## src/rtl/agp_pkg.sv

```systemverilog
// Shared AGP master constants: grant status codes, C/BE# command codes and
// the engine FSM state encoding.
package agp_pkg;

    localparam logic [2:0] ST_RD_LO = 3'b000;
    localparam logic [2:0] ST_RD_HI = 3'b001;
    localparam logic [2:0] ST_WR_LO = 3'b010;
    localparam logic [2:0] ST_WR_HI = 3'b011;
    localparam logic [2:0] ST_IDLE  = 3'b110;
    localparam logic [2:0] ST_ADDR  = 3'b111;

    localparam logic [3:0] CBE_RD_LO = 4'b0000;
    localparam logic [3:0] CBE_RD_HI = 4'b0001;
    localparam logic [3:0] CBE_WR_LO = 4'b0100;
    localparam logic [3:0] CBE_WR_HI = 4'b0101;
    localparam logic [3:0] CBE_DATA  = 4'b1111;

    localparam logic [2:0] S_IDLE  = 3'd0;
    localparam logic [2:0] S_ADDR  = 3'd1;
    localparam logic [2:0] S_RD_LO = 3'd2;
    localparam logic [2:0] S_RD_HI = 3'd3;
    localparam logic [2:0] S_WR_LO = 3'd4;
    localparam logic [2:0] S_WR_HI = 3'd5;

    typedef enum logic [1:0] {
        K_NONE = 2'd0,
        K_ADDR = 2'd1,
        K_RD   = 2'd2,
        K_WR   = 2'd3
    } st_kind_t;

    // Reserved status codes collapse onto "no action".
    function automatic st_kind_t st_decode(input logic [2:0] st);
        case (st)
            ST_ADDR:            return K_ADDR;
            ST_RD_LO, ST_RD_HI: return K_RD;
            ST_WR_LO, ST_WR_HI: return K_WR;
            ST_IDLE:            return K_NONE;
            default:            return K_NONE;
        endcase
    endfunction

    function automatic logic [3:0] cbe_cmd(input logic write, input logic prio);
        case ({write, prio})
            2'b00:   return CBE_RD_LO;
            2'b01:   return CBE_RD_HI;
            2'b10:   return CBE_WR_LO;
            default: return CBE_WR_HI;
        endcase
    endfunction

endpackage

```

## src/rtl/agp_master_engine_if.sv

```systemverilog
// Host request/return handshakes and AGP bus pins of the master engine.
interface agp_master_engine_if #(
    parameter int ADDR_W = 29
);
    logic              req_valid;
    logic              req_ready;
    logic              req_write;
    logic              req_prio;
    logic [ADDR_W-1:0] req_addr;
    logic [63:0]       req_wdata;

    logic              rd_valid;
    logic              rd_ready;
    logic [63:0]       rd_data;

    logic              gnt_n;
    logic [2:0]        st;
    logic              req_n;
    logic              pipe_n;
    logic [31:0]       ad_o;
    logic              ad_oe;
    logic [31:0]       ad_i;
    logic [3:0]        c_be_o;
    logic              c_be_oe;
    logic              irdy_n;
    logic              trdy_n;
    logic              err;

    modport master (
        input  req_valid, req_write, req_prio, req_addr, req_wdata,
        output req_ready,
        output rd_valid, rd_data,
        input  rd_ready,
        input  gnt_n, st, ad_i, trdy_n,
        output req_n, pipe_n, ad_o, ad_oe, c_be_o, c_be_oe, irdy_n, err
    );

    modport slave (
        output req_valid, req_write, req_prio, req_addr, req_wdata,
        input  req_ready,
        input  rd_valid, rd_data,
        output rd_ready,
        output gnt_n, st, ad_i, trdy_n,
        input  req_n, pipe_n, ad_o, ad_oe, c_be_o, c_be_oe, irdy_n, err
    );
endinterface

```

## src/rtl/agp_sync_fifo.sv

```systemverilog
// Single-clock FIFO with extra-MSB pointers; storage is not reset, only the
// pointers are, so a reset leaves the queue logically empty.
module agp_sync_fifo #(
    parameter int WIDTH = 64,
    parameter int DEPTH = 8
) (
    input  logic                     clk,
    input  logic                     rst,
    input  logic                     i_push,
    input  logic [WIDTH-1:0]         i_wdata,
    input  logic                     i_pop,
    output logic [WIDTH-1:0]         o_rdata,
    output logic                     o_full,
    output logic                     o_empty,
    output logic [$clog2(DEPTH):0]   o_count
);
    localparam int AW = $clog2(DEPTH);

    logic [WIDTH-1:0] r_mem [DEPTH];
    logic [AW:0]      r_wptr;
    logic [AW:0]      r_rptr;
    logic             w_push;
    logic             w_pop;

    assign o_full  = (r_wptr[AW] != r_rptr[AW]) && (r_wptr[AW-1:0] == r_rptr[AW-1:0]);
    assign o_empty = (r_wptr == r_rptr);
    assign o_count = r_wptr - r_rptr;
    assign o_rdata = r_mem[r_rptr[AW-1:0]];
    assign w_push  = i_push && !o_full;
    assign w_pop   = i_pop && !o_empty;

    always_ff @(posedge clk) begin
        if (!rst) begin
            r_wptr <= '0;
            r_rptr <= '0;
        end else begin
            if (w_push) r_wptr <= r_wptr + (AW+1)'(1);
            if (w_pop)  r_rptr <= r_rptr + (AW+1)'(1);
        end
    end

    always_ff @(posedge clk) begin
        if (w_push) r_mem[r_wptr[AW-1:0]] <= i_wdata;
    end

endmodule

```

## src/rtl/agp_master_engine.sv

```systemverilog
// AGP master engine: queues host requests, issues pipelined addresses under
// grant status, and runs 64-bit read/write data phases over the 32-bit AD bus.
module agp_master_engine
    import agp_pkg::*;
#(
    parameter int ADDR_W  = 29,
    parameter int DEPTH   = 8,
    parameter int PRIO_EN = 1
) (
    input logic                 clk,
    input logic                 rst,
    agp_master_engine_if.master bus
);
    localparam int AW  = $clog2(DEPTH);
    localparam int RQW = ADDR_W + 2;

    logic [RQW-1:0]    w_rq_din;
    logic [RQW-1:0]    w_rq_dout;
    logic              w_rq_push, w_rq_pop, w_rq_full, w_rq_empty;
    logic [AW:0]       w_rq_count;
    logic [63:0]       w_wdq_dout;
    logic              w_wdq_push, w_wdq_pop, w_wdq_full, w_wdq_empty;
    logic [AW:0]       w_wdq_count;
    logic [63:0]       w_rdq_din;
    logic [63:0]       w_rdq_dout;
    logic              w_rdq_push, w_rdq_pop, w_rdq_full, w_rdq_empty;
    logic [AW:0]       w_rdq_count;
    logic              w_unused;

    logic              w_req_ready;
    logic              w_head_write;
    logic              w_head_prio;
    logic [ADDR_W-1:0] w_head_addr;
    logic              w_credit_ok;
    logic              w_head_ok;
    logic              w_in_arb;
    logic              w_issue;
    st_kind_t          w_kind;

    logic [2:0]        r_state;
    logic [AW:0]       r_outstanding;
    logic              r_err;
    logic              r_pipe_n;
    logic              r_ad_oe;
    logic              r_cbe_oe;
    logic              r_irdy_n;
    logic [31:0]       r_ad_o;
    logic [3:0]        r_cbe_o;
    logic [31:0]       r_lo;

    assign w_req_ready = rst && !w_rq_full && (!bus.req_write || !w_wdq_full);
    assign w_rq_push   = bus.req_valid && w_req_ready;
    assign w_wdq_push  = w_rq_push && bus.req_write;
    assign w_rq_din    = {bus.req_write, (PRIO_EN != 0) && bus.req_prio, bus.req_addr};

    assign w_head_write = w_rq_dout[ADDR_W+1];
    assign w_head_prio  = w_rq_dout[ADDR_W];
    assign w_head_addr  = w_rq_dout[ADDR_W-1:0];

    // Reads only go out when a return slot is guaranteed in the RDQ.
    assign w_credit_ok = ({1'b0, r_outstanding} + {1'b0, w_rdq_count}) < (AW+2)'(DEPTH);
    assign w_head_ok   = !w_rq_empty && (w_head_write || w_credit_ok);
    assign w_kind      = bus.gnt_n ? K_NONE : st_decode(bus.st);
    assign w_in_arb    = (r_state == S_IDLE) || (r_state == S_ADDR);
    assign w_issue     = w_in_arb && (w_kind == K_ADDR) && w_head_ok;
    assign w_rq_pop    = w_issue;
    assign w_wdq_pop   = (r_state == S_WR_HI) && !bus.trdy_n;
    assign w_rdq_push  = (r_state == S_RD_HI);
    assign w_rdq_din   = {bus.ad_i, r_lo};
    assign w_rdq_pop   = bus.rd_ready;
    assign w_unused    = ^{w_rq_count, w_wdq_count, w_rdq_full};

    agp_sync_fifo #(.WIDTH(RQW), .DEPTH(DEPTH)) u_rq (
        .clk(clk), .rst(rst), .i_push(w_rq_push), .i_wdata(w_rq_din), .i_pop(w_rq_pop),
        .o_rdata(w_rq_dout), .o_full(w_rq_full), .o_empty(w_rq_empty), .o_count(w_rq_count)
    );

    agp_sync_fifo #(.WIDTH(64), .DEPTH(DEPTH)) u_wdq (
        .clk(clk), .rst(rst), .i_push(w_wdq_push), .i_wdata(bus.req_wdata), .i_pop(w_wdq_pop),
        .o_rdata(w_wdq_dout), .o_full(w_wdq_full), .o_empty(w_wdq_empty), .o_count(w_wdq_count)
    );

    agp_sync_fifo #(.WIDTH(64), .DEPTH(DEPTH)) u_rdq (
        .clk(clk), .rst(rst), .i_push(w_rdq_push), .i_wdata(w_rdq_din), .i_pop(w_rdq_pop),
        .o_rdata(w_rdq_dout), .o_full(w_rdq_full), .o_empty(w_rdq_empty), .o_count(w_rdq_count)
    );

    always_ff @(posedge clk) begin
        if (!rst) begin
            r_state       <= S_IDLE;
            r_outstanding <= '0;
            r_err         <= 1'b0;
            r_pipe_n      <= 1'b1;
            r_ad_oe       <= 1'b0;
            r_cbe_oe      <= 1'b0;
            r_irdy_n      <= 1'b1;
            r_ad_o        <= '0;
            r_cbe_o       <= '0;
        end else begin
            case (r_state)
                S_IDLE, S_ADDR: begin
                    r_state  <= S_IDLE;
                    r_pipe_n <= 1'b1;
                    r_ad_oe  <= 1'b0;
                    r_cbe_oe <= 1'b0;
                    r_ad_o   <= '0;
                    r_cbe_o  <= '0;
                    if (w_issue) begin
                        r_state  <= S_ADDR;
                        r_pipe_n <= 1'b0;
                        r_ad_oe  <= 1'b1;
                        r_cbe_oe <= 1'b1;
                        r_ad_o   <= 32'({w_head_addr, 3'b000});
                        r_cbe_o  <= cbe_cmd(w_head_write, w_head_prio);
                        if (!w_head_write) r_outstanding <= r_outstanding + (AW+1)'(1);
                    end else if (w_kind == K_RD) begin
                        if (r_outstanding != '0) r_state <= S_RD_LO;
                        else                     r_err   <= 1'b1;
                    end else if (w_kind == K_WR) begin
                        if (!w_wdq_empty) begin
                            r_state  <= S_WR_LO;
                            r_ad_oe  <= 1'b1;
                            r_cbe_oe <= 1'b1;
                            r_ad_o   <= w_wdq_dout[31:0];
                            r_cbe_o  <= CBE_DATA;
                            r_irdy_n <= 1'b0;
                        end else begin
                            r_err <= 1'b1;
                        end
                    end
                end
                S_RD_LO: if (!bus.trdy_n) r_state <= S_RD_HI;
                S_RD_HI: begin
                    r_outstanding <= r_outstanding - (AW+1)'(1);
                    r_state       <= S_IDLE;
                end
                S_WR_LO: if (!bus.trdy_n) begin
                    r_ad_o  <= w_wdq_dout[63:32];
                    r_state <= S_WR_HI;
                end
                S_WR_HI: if (!bus.trdy_n) begin
                    r_irdy_n <= 1'b1;
                    r_ad_oe  <= 1'b0;
                    r_cbe_oe <= 1'b0;
                    r_ad_o   <= '0;
                    r_cbe_o  <= '0;
                    r_state  <= S_IDLE;
                end
                default: r_state <= S_IDLE;
            endcase
        end
    end

    // Low read word is pure data; a reset discards it by leaving RD_HI.
    always_ff @(posedge clk) begin
        if (r_state == S_RD_LO && !bus.trdy_n) r_lo <= bus.ad_i;
    end

    assign bus.req_ready = w_req_ready;
    assign bus.req_n     = !(rst && !w_rq_empty && w_in_arb);
    assign bus.pipe_n    = r_pipe_n;
    assign bus.ad_o      = r_ad_o;
    assign bus.ad_oe     = r_ad_oe;
    assign bus.c_be_o    = r_cbe_o;
    assign bus.c_be_oe   = r_cbe_oe;
    assign bus.irdy_n    = r_irdy_n;
    assign bus.err       = r_err;
    assign bus.rd_valid  = !w_rdq_empty;
    assign bus.rd_data   = w_rdq_dout;

endmodule

```

## src/flat_wrapper.sv

```systemverilog
// flat-port wrapper written by rule: the top's interface ports become plain ports
module agp_master_engine_flat import agp_pkg::*;
#(
    parameter int ADDR_W  = 29,
    parameter int DEPTH   = 8,
    parameter int PRIO_EN = 1
)
  (clk, rst, bus_req_valid, bus_req_write, bus_req_prio, bus_req_addr, bus_req_wdata, bus_req_ready, bus_rd_valid, bus_rd_data, bus_rd_ready, bus_gnt_n, bus_st, bus_ad_i, bus_trdy_n, bus_req_n, bus_pipe_n, bus_ad_o, bus_ad_oe, bus_c_be_o, bus_c_be_oe, bus_irdy_n, bus_err);
  agp_master_engine_if #(.ADDR_W(ADDR_W)) bus_i ();
  input logic clk;
  input logic rst;
  input wire logic [$bits(bus_i.req_valid)-1:0] bus_req_valid;
  input wire logic [$bits(bus_i.req_write)-1:0] bus_req_write;
  input wire logic [$bits(bus_i.req_prio)-1:0] bus_req_prio;
  input wire logic [$bits(bus_i.req_addr)-1:0] bus_req_addr;
  input wire logic [$bits(bus_i.req_wdata)-1:0] bus_req_wdata;
  output wire logic [$bits(bus_i.req_ready)-1:0] bus_req_ready;
  output wire logic [$bits(bus_i.rd_valid)-1:0] bus_rd_valid;
  output wire logic [$bits(bus_i.rd_data)-1:0] bus_rd_data;
  input wire logic [$bits(bus_i.rd_ready)-1:0] bus_rd_ready;
  input wire logic [$bits(bus_i.gnt_n)-1:0] bus_gnt_n;
  input wire logic [$bits(bus_i.st)-1:0] bus_st;
  input wire logic [$bits(bus_i.ad_i)-1:0] bus_ad_i;
  input wire logic [$bits(bus_i.trdy_n)-1:0] bus_trdy_n;
  output wire logic [$bits(bus_i.req_n)-1:0] bus_req_n;
  output wire logic [$bits(bus_i.pipe_n)-1:0] bus_pipe_n;
  output wire logic [$bits(bus_i.ad_o)-1:0] bus_ad_o;
  output wire logic [$bits(bus_i.ad_oe)-1:0] bus_ad_oe;
  output wire logic [$bits(bus_i.c_be_o)-1:0] bus_c_be_o;
  output wire logic [$bits(bus_i.c_be_oe)-1:0] bus_c_be_oe;
  output wire logic [$bits(bus_i.irdy_n)-1:0] bus_irdy_n;
  output wire logic [$bits(bus_i.err)-1:0] bus_err;
  assign bus_i.req_valid = bus_req_valid;
  assign bus_i.req_write = bus_req_write;
  assign bus_i.req_prio = bus_req_prio;
  assign bus_i.req_addr = bus_req_addr;
  assign bus_i.req_wdata = bus_req_wdata;
  assign bus_req_ready = bus_i.req_ready;
  assign bus_rd_valid = bus_i.rd_valid;
  assign bus_rd_data = bus_i.rd_data;
  assign bus_i.rd_ready = bus_rd_ready;
  assign bus_i.gnt_n = bus_gnt_n;
  assign bus_i.st = bus_st;
  assign bus_i.ad_i = bus_ad_i;
  assign bus_i.trdy_n = bus_trdy_n;
  assign bus_req_n = bus_i.req_n;
  assign bus_pipe_n = bus_i.pipe_n;
  assign bus_ad_o = bus_i.ad_o;
  assign bus_ad_oe = bus_i.ad_oe;
  assign bus_c_be_o = bus_i.c_be_o;
  assign bus_c_be_oe = bus_i.c_be_oe;
  assign bus_irdy_n = bus_i.irdy_n;
  assign bus_err = bus_i.err;
  agp_master_engine #(.ADDR_W(ADDR_W), .DEPTH(DEPTH), .PRIO_EN(PRIO_EN)) u_core (.clk(clk), .rst(rst), .bus(bus_i));
endmodule
```

## config.mk

```make
export PLATFORM = sky130hd
export DESIGN_NAME = agp_master_engine_flat
export DESIGN_NICKNAME = d
export VERILOG_FILES = /design/src/rtl/agp_pkg.sv /design/src/rtl/agp_master_engine_if.sv /design/src/rtl/agp_sync_fifo.sv /design/src/rtl/agp_master_engine.sv /design/src/flat_wrapper.sv
export SDC_FILE = /design/constraint.sdc
export NUM_CORES = 1
export LEC_CHECK = 0
export ABC_CLOCK_PERIOD_IN_PS = 7000
export BUFFER_PORTS_ARGS = -buffer_cell sky130_fd_sc_hd__buf_2
export CAP_MARGIN = 30
export CELL_PAD_IN_SITES_DETAIL_PLACEMENT = 0
export CELL_PAD_IN_SITES_GLOBAL_PLACEMENT = 1
export CORE_UTILIZATION = 32
export DETAILED_ROUTE_END_ITERATION = 8
export PLACE_DENSITY = 0.5
export SYNTH_ARGS = -nofsm -noshare
export SYNTH_HDL_FRONTEND = slang
export SYNTH_SLANG_ARGS = --single-unit
export TNS_END_PERCENT = 50
```

## constraint.sdc

```tcl
create_clock -name clk -period 7 [get_ports clk]
set_clock_uncertainty 0.2 [all_clocks]
set_input_delay 0.35 -clock clk [delete_from_list [all_inputs] [get_ports clk]]
set_output_delay 0.35 -clock clk [all_outputs]
set_load 0.05 [all_outputs]
```

* Yosys cells after proc, flatten, opt, wreduce, memory -nomap -nowiden *
Memory sizes are Yosys's and may differ from the RTL's. A register that Yosys moved wholly into a read port is not among the register bits.
Index checks and enable logic that the tools add are counted.

operators by class
  eq/ne operators = 33
  $lt $le $gt $ge = 1
  add/subtract/negate cells = 10
  multiplexer cells = 57
  bitwise logic cells = 1
  reduce and logical (&&, ||, !) cells = 50

operators with widths
  operator                                                          count
  32-bit 2-to-1 mux                                                 6
  32-bit one-hot mux with 3 select lines                            1
  3-bit 2-to-1 mux                                                  13
  4-bit by 1-bit adder with 4-bit output (second input constant)    7
  4-bit 2-to-1 mux                                                  7
  1-bit 2-to-1 mux                                                  21
  1-bit logical AND                                                 20
  2-bit != test (second input constant)                             9
  4-bit one-hot mux with 2 select lines                             2
  3-bit by 2-bit == test with 1-bit output (second input constant)  4
  4-bit == test                                                     3
  3-bit one-hot mux with 4 select lines                             1
  3-bit == test                                                     3
  3-bit == test (second input constant)                             3
  1-bit zero test                                                   9
  3-bit one-hot mux with 3 select lines                             1
  3-bit AND reduction                                               3
  2-bit nonzero test                                                4
  2-bit == test (second input constant)                             3
  3-bit by 1-bit == test with 1-bit output (second input constant)  2
  3-bit zero test                                                   2
  2-bit one-hot mux with 3 select lines                             1
  6-bit AND reduction                                               1
  2-bit OR reduction                                                3
  other kinds (16)                                                  23

word-level totals
  logic and storage cells = 170
  RAM bits = 1272
  register bits after elaboration = 103
  memories kept = 3
  input port bits = 136
  output and inout bits = 108

memory list
  memory              depth  bits a word  read ports  clocked after memory_dff  wr ports  line                 source
  u_core.u_rdq.r_mem  8      64           1           1                         1         agp_sync_fifo.sv:19  logic [WIDTH-1:0] r_mem [DEPTH];
  u_core.u_wdq.r_mem  8      64           1           1                         1         agp_sync_fifo.sv:19
  u_core.u_rq.r_mem   8      31           1           1                         1         agp_sync_fifo.sv:19

* Longest topological paths before layout *
Gate-level depths: netlist (run 1).

  depth after elaboration = 10
  gate-level depth with buffers = 12
  gate-level depth less buffers = 11

* Cells and area by module *
From an unflattened synthesis (run 1), not the netlist that was laid out.

unflattened totals
  cell total of the unflattened synthesis = 2386
  area, all modules = 53253.6 µm²

modules (own cells, without submodules)
  module                            area an instance (µm²)  cells each  seq. area each (µm²)  instances
  agp_sync_fifo (u_core.u_rdq ...)  19846.5                 814         15595.0               2
  agp_sync_fifo (u_core.u_rq)       10182.3                 433         7667.4                1
  agp_master_engine                 3378.2                  325         1881.8                1

* Worst setup path after synthesis (run 1) *
OpenSTA, ideal clock, no wires.

  kind = reg2reg
  start point = reg u_core.u_rq.r_wptr[0]
  end point = mem u_core.u_wdq.r_mem[1][0], enable pin
  path slack = 0.332 ns
  path buffers = 2
  cell stages (with the launch flop) = 8
  data arrival time = 5.903 ns
  library setup time = 0.565 ns
  data required time = 6.235 ns
  clock period less this slack = 6.668 ns
  path through = dfxtp_1 > buf_2 > xor2_1 > o41ai_1 > or3_1 > buf_2 > or2_1 > nor3_1

on the way
  longest elaborated chain between the ends = 10

ends and longest elaborated chain
  item                                    line                     source
  start, declared                         agp_sync_fifo.sv:20      logic [AW:0] r_wptr;
  start signal, assigned                  agp_sync_fifo.sv:37      if (w_push) r_wptr <= r_wptr + (AW+1)'(1);
  3-bit == test                           agp_sync_fifo.sv:25      assign o_full = (r_wptr[AW] != r_rptr[AW]) && (r_wptr[AW-1:0] == r_rptr[AW-1:0]);
  1-bit logical AND                       agp_sync_fifo.sv:25
  1-bit zero test                         agp_master_engine.sv:51  assign w_req_ready = rst && !w_rq_full && (!bus.req_write || !w_wdq_full);
  1-bit logical AND (2 in series)         agp_master_engine.sv:51
  1-bit logical AND                       agp_master_engine.sv:52  assign w_rq_push = bus.req_valid && w_req_ready;
  1-bit logical AND                       agp_master_engine.sv:53  assign w_wdq_push = w_rq_push && bus.req_write;
  1-bit logical AND                       agp_sync_fifo.sv:29      assign w_push = i_push && !o_full;
  1-bit 2-to-1 mux                        agp_sync_fifo.sv:43      if (w_push) r_mem[r_wptr[AW-1:0]] <= i_wdata;
  1-bit 2-to-1 mux (implied by the code)  agp_sync_fifo.sv:43
  end, declared                           agp_sync_fifo.sv:19

Every way passes these cells.

==> results of run 1 <==
==> per-stage QoR <==
stage | util (%) | cell area (µm²) | setup WS [ns] | power [mW]
6_report | 38.7 | 63100 | 3.13 | 17.5
5_1_grt | 38.7 | 63100 | 2.85 | 18.1
4_1_cts | 38.7 | 63000 | 2.66 | 17.7
3_5_place_dp | 34.7 | 56500 | 2.71 | 9.53
3_3_place_gp | 34.7 | 56500 | 2.68 | 9.51
2_1_floorplan | - | 52400 | 0.332 | 9.36
==> critical path, stage by stage, from the launching register on <==
cell	delay (ns)
dfxtp_4	0.40
buf_16	0.28
buf_4	0.71
mux4_2	0.42
mux2_2	0.28
buf_2	0.24
==> power by group <==
part / leakage [nW] / switching [mW] / internal [mW]
logic: 4.83 / 0.215 / 0.131
clock network: 2.49 / 3.35 / 4.71
registers: 12.4 / 0.0159 / 9.06
==> cell usage in the layout (no fill, tap or decap), types with 14 or more instances in the layout <==
| cell type | instances |
|---|---|
| a21oi_1 | 19 |
| a221oi_1 | 29 |
| buf_2 | 243 |
| buf_4 | 60 |
| bufinv_16 | 15 |
| clkbuf_1 | 33 |
| clkbuf_16 | 153 |
| clkinv_1 | 29 |
| clkinv_2 | 29 |
| dfxtp_1 | 70 |
| dlygate4sd3_1 | 136 |
| edfxtp_1 | 1304 |
| ha_1 | 14 |
| mux2_2 | 65 |
| mux2i_1 | 75 |
| mux4_2 | 318 |
| nand2_1 | 29 |
| nor2_1 | 24 |
| nor3_1 | 33 |
| o21ai_0 | 14 |
| o21ai_1 | 28 |
| o221a_1 | 29 |
==> path summary, 6_finish.rpt <==
path	slack, ns	end	startpoint	cells past startpoint
worst min-delay path	0.05	u_core.bus.ad_o[15]$_SDFFE_PN0P_	rst	3
worst min register to register	0.29	flop	u_core.u_rdq.r_rptr[1]$_SDFFE_PN0P_	2
worst max register to register	3.14	u_core.u_wdq.r_mem[0][8]$_DFFE_PP_	u_core.u_rq.r_wptr[1]$_SDFFE_PN0P_	7
worst max-delay path	3.13	bus_rd_data[5]	flop	5
==> flip-flops by register name, summed over array words and instances, names as in the netlist, 32 cells and up, named ones only <==
signal	flops
u_core.u_rq.r_mem	248
u_core.r_lo	32
u_core.u_rdq.r_mem	512
u_core.u_wdq.r_mem	512
u_core.bus.ad_o	32
==> timing repair <==
action | in CTS | in global routing
hold buffers | 136 | 0
gates resized for setup | 0 | 0
buffers inserted | 0 | 0
endpoints found under the hold margin | 1072 | 0
==> routing by layer <==
layer / track usage (%) / part of all wire [%]
met5: 0 / 0.15
met4: 4.33 / 2.1
met3: 3.89 / 5.2
met2: 26.4 / 50
met1: 19.7 / 42
==> logic make-up (layout without fill, tap and decap cells) <==
| kind of cell | count (synthesis) | after routing | share of synthesized area [%] |
|---|---|---|---|
| muxes | 459 | 459 | 16.5 |
| DFF | 1383 | 1383 | 77.7 |
| adders and majority gates | 16 | 16 | 0.410 |
| other | 0 | 4 | 0 |
| AOI/OAI and AO/OA | 147 | 147 | 2.17 |
| xor gates and xnor gates | 19 | 19 | 0.317 |
| buffers and inverters | 141 | 741 | 1.26 |
| and+or+nand+nor | 162 | 162 | 1.62 |
==> area by class of cell <==
type	instances	area (µm²)
Inverter	14	52.6
Clock buffer	192	4040
Multi-Input combinational cell	803	11200
Sequential cell	1383	40800
Clock inverter	90	1090
Timing Repair Buffer	445	3180
Tap cell	2175	2720
Fill cell	14600	99700
Antenna cell	4	10.0
==> impl_metrics.toml, run 1 <==
[grt]
antenna_found_initial = 22
overflow = 0
grt_pass1_vias = 26200
grt.total_usage_pct = 15.6
grt_max_degree = 61
grt_pass1_wl_mm = 185

[critical_path]
crit_type = "flop to output pin"
worstSetupStartpointType = "flop"
arrival_ns = 3.32
worstPathRequired_ns = 6.45
cp-end-kind = "output pin"
cp_max_fo = 57

[detailed_routing]
firstDrtPassIters = 5
vias_per_cell = 4.81
drt-initial-drc-count = 1569
num_vias = 24600
postRouteAntennaNets = 0
drc_errors = 0
drt-wirelength-per-cell_um = 25.2
detail_route.wirelength_mm = 129

[cts]
cts_buffers = 152
cts_tree = "yes"
cts-root-buf = "clkbuf_16"
clock_path_buffers = 3
htreeDepth = 4
path_clk_slew_ns = 0.06
insertion_delay_ns = 0.78
cts_sinks = 1383

[synthesis]
syn_area_um2 = 52400
yosysTopAreaCellShare_pct = 74.7
synthCells = 2327
synth_edf_count = 1304
ys.flop_type = "edfxtp_1"
synth_nets = 2479
synth_seq_cells = 1383
yosysSeqAreaShare_pct = 77.7
yosys_warnings = 0
synth.avg_cell_area_um2 = 22.5
synthTopCellsByCount = "1304 x edfxtp_1, 318 x mux4_2, 79 x dfxtp_1, 75 x mux2i_1, 65 x mux2_2"
synth_area_leaders = "edfxtp_1 75%, mux4_2 14%, dfxtp_1 3.0%, mux2i_1 1.4%, mux2_2 1.4%"
yosysUniqueCellTypes = 68
async_flop_share_pct = 0
synth_area_leader_cell = "edfxtp_1"
synth_most_common_cell = "edfxtp_1"

[timing]
maxSlewViolCount = 0
tightestPinTransition_ns = 0.998
final.min_clock_period_ns = 3.87
period_share_pct = 55.3
slew_headroom_pct = 33.5
fin_tns_setup_ns = 0
fin_hold_ws_ns = 0.0543
setup_viol = 0
max_clock_freq_ghz = 0.258
rsz0062_at_grt = "false"
finalHoldViolCount = 0

[floorplanning]
io_pins = 244
die_area_um2 = 165000
rows = 148
fp.dieH_um = 407
die_w_um = 407
initial_utilization_pct = 32.2
coreArea_um2 = 163000

[cells_and_area]
syn_to_final_growth_pct = 20.3
instances_no_fill = 5106
fin_nets = 2951
drive_above_1_share_pct = 32.9

[power]
power.density_nw_per_um2 = 277
peakVddDrop_uv = 221
leakage_nw = 19.7

[placement]
post-place-cells = 4681
numPortBuffers = 243
routabilityCongestion = 0.711
dp_hpwl_mm = 74.3

[worst_hold_path]
min_path_type = "input port to flop"

[status]
outcome = "finished, final reports clean"

[job]
drv_cap = 0
Note: power is estimated with default switching activity, not from simulation.
==> inputs of run 2 (changes only) <==
- ABC_CLOCK_PERIOD_IN_PS: 7000 -> 3800
- PLACE_DENSITY: 0.5 -> 0.48
- clock period: 7 -> 3.8 ns (I/O delays scaled with it)
==> run 2 against run 1 <==
Combinational power rose by 94%. Via count grew 1.2%. Clock power rose by 72%. Setup slack lost 2.7 ns. Utilization increased by 0.28 points. Critical path type is now flop to flop. Largest cell class unchanged. Largest power group unchanged.
==> impl_metrics.toml, run 2 (same netlist as run 1, synthesis figures left out) <==
[cells_and_area]
final_common_cell = "edfxtp_1"
mostFrequentLayoutCells = "1304 x edfxtp_1, 318 x mux4_2, 243 x buf_2"
drive_above_1_share_pct = 32.3
fin_nets = 2991
syn_to_final_growth_pct = 21.1

[timing]
final.min_clock_period_ns = 3.38
rsz0062_at_grt = "false"
setup_viol = 0
max_clock_freq_ghz = 0.296
finalHoldViolCount = 0
tightestPinTransition_ns = 0.843
fin_hold_ws_ns = 0.0559
slew_headroom_pct = 43.8
period_share_pct = 89.0
setup_ws_ns = 0.417
maxSlewViolCount = 0

[floorplanning]
initial_utilization_pct = 32.2
die_w_um = 407
io_pins = 244
rows = 148
die_area_um2 = 165000
fp.dieH_um = 407
coreArea_um2 = 163000

[grt]
grt_max_degree = 65
antenna_found_initial = 26
grt.total_usage_pct = 15.7
grt_pass1_vias = 26900
overflow = 0
grt_pass1_wl_mm = 188

[detailed_routing]
detail_route.wirelength_mm = 129
drt-wirelength-per-cell_um = 25.1
postRouteAntennaNets = 0
drc_errors = 0
drt-initial-drc-count = 1580
firstDrtPassIters = 5
num_vias = 24900
vias_per_cell = 4.84

[critical_path]
cp_top_family = "simple AND/OR/NAND/NOR gates"
worstPathRequired_ns = 4.05
cpMaxStageDelayCell = "dfxtp_1"
worstSetupStartpointType = "flop"
cp-end-kind = "flop"
arrival_ns = 3.63
path_cells = "xor2_1 > o41ai_1 > or3_1 > or2_1 > nor3_4 > buf_12"
max_stage_delay_ns = 0.67
crit_buf_inv = 1
cp_max_fo = 18
crit_type = "flop to flop"

[cts]
cts_sinks = 1383
post-cts-setup-buffers = 0
insertion_delay_ns = 0.76
cts_tree = "yes"
clock_path_buffers = 3
path_clk_slew_ns = 0.06
cts_buffers = 153
htreeDepth = 4
cts-root-buf = "clkbuf_16"
cts_resized = 0

[worst_hold_path]
min_path_type = "input port to flop"

[status]
outcome = "finished, final reports clean"

[placement]
dp_hpwl_mm = 74.6
routabilityCongestion = 0.717
post-place-ws_ns = 0.414
numPortBuffers = 243

[power]
leakage_nw = 19.8
power.density_nw_per_um2 = 492
peakVddDrop_uv = 487
p_total_mw = 31.3

[job]
drv_cap = 0
==> run 2: final timing paths <==
path	from	endpoint	slack, ns	depth (start not counted)
max	u_core.u_rq.r_wptr[0]$_SDFFE_PN0P_	u_core.u_wdq.r_mem[1][33]$_DFFE_PP_	0.42	6
min	bus_req_wdata[42]	u_core.u_wdq.r_mem[7][42]$_DFFE_PP_	0.06	2
max reg2reg	u_core.u_rq.r_wptr[0]$_SDFFE_PN0P_	u_core.u_wdq.r_mem[1][33]$_DFFE_PP_	0.42	6
min reg2reg	u_core.u_rq.r_wptr[3]$_SDFFE_PN0P_	u_core.u_rq.r_wptr[3]$_SDFFE_PN0P_	0.29	2
==> run 2: repair_timing <==
action,CTS,global route
hold endpoints to repair,1118,0
endpoints found under the setup margin,0,0
hold buffers,166,0
==> run 2: cell type report <==
class	instances	area [µm²]
antenna	7	17.5
tap	2175	2720
inverter	14	52.6
timing repair buffer	484	3990
fill	14600	99200
multi-input combinational	803	11300
clock inverter	71	593
sequential	1383	40800
clock buffer	202	4110
==> run 2: per-layer routing <==
metal,routed length (µm),vias up,track usage (%)
li1,-,10900,-
met4,2750,28,4.29
met1,54900,13200,20.0
met2,65800,499,27.1
met3,5520,206,3.13
met5,175,-,0
==> run 2: per-stage QoR <==
| step | cell area, µm² | TNS, ns | instances | util, % |
|---|---|---|---|---|
| after global placement | 57100 | 0 | 4691 | 35.1 |
| final | 63500 | 0 | 5139 | 39.0 |
| after floorplan | 52500 | -522.67 | 2327 | - |
| after detailed placement | 57100 | 0 | 4692 | 35.1 |
| after global routing | 63500 | 0 | 5135 | 39.0 |
| after CTS | 63500 | 0 | 5131 | 39.0 |
==> run 2: where the power goes <==
part	internal, mW	switching (mW)	total [mW]
Combinational	0.269	0.401	0.670
Sequential	16.7	0.0339	16.7
Clock	7.97	5.92	13.9
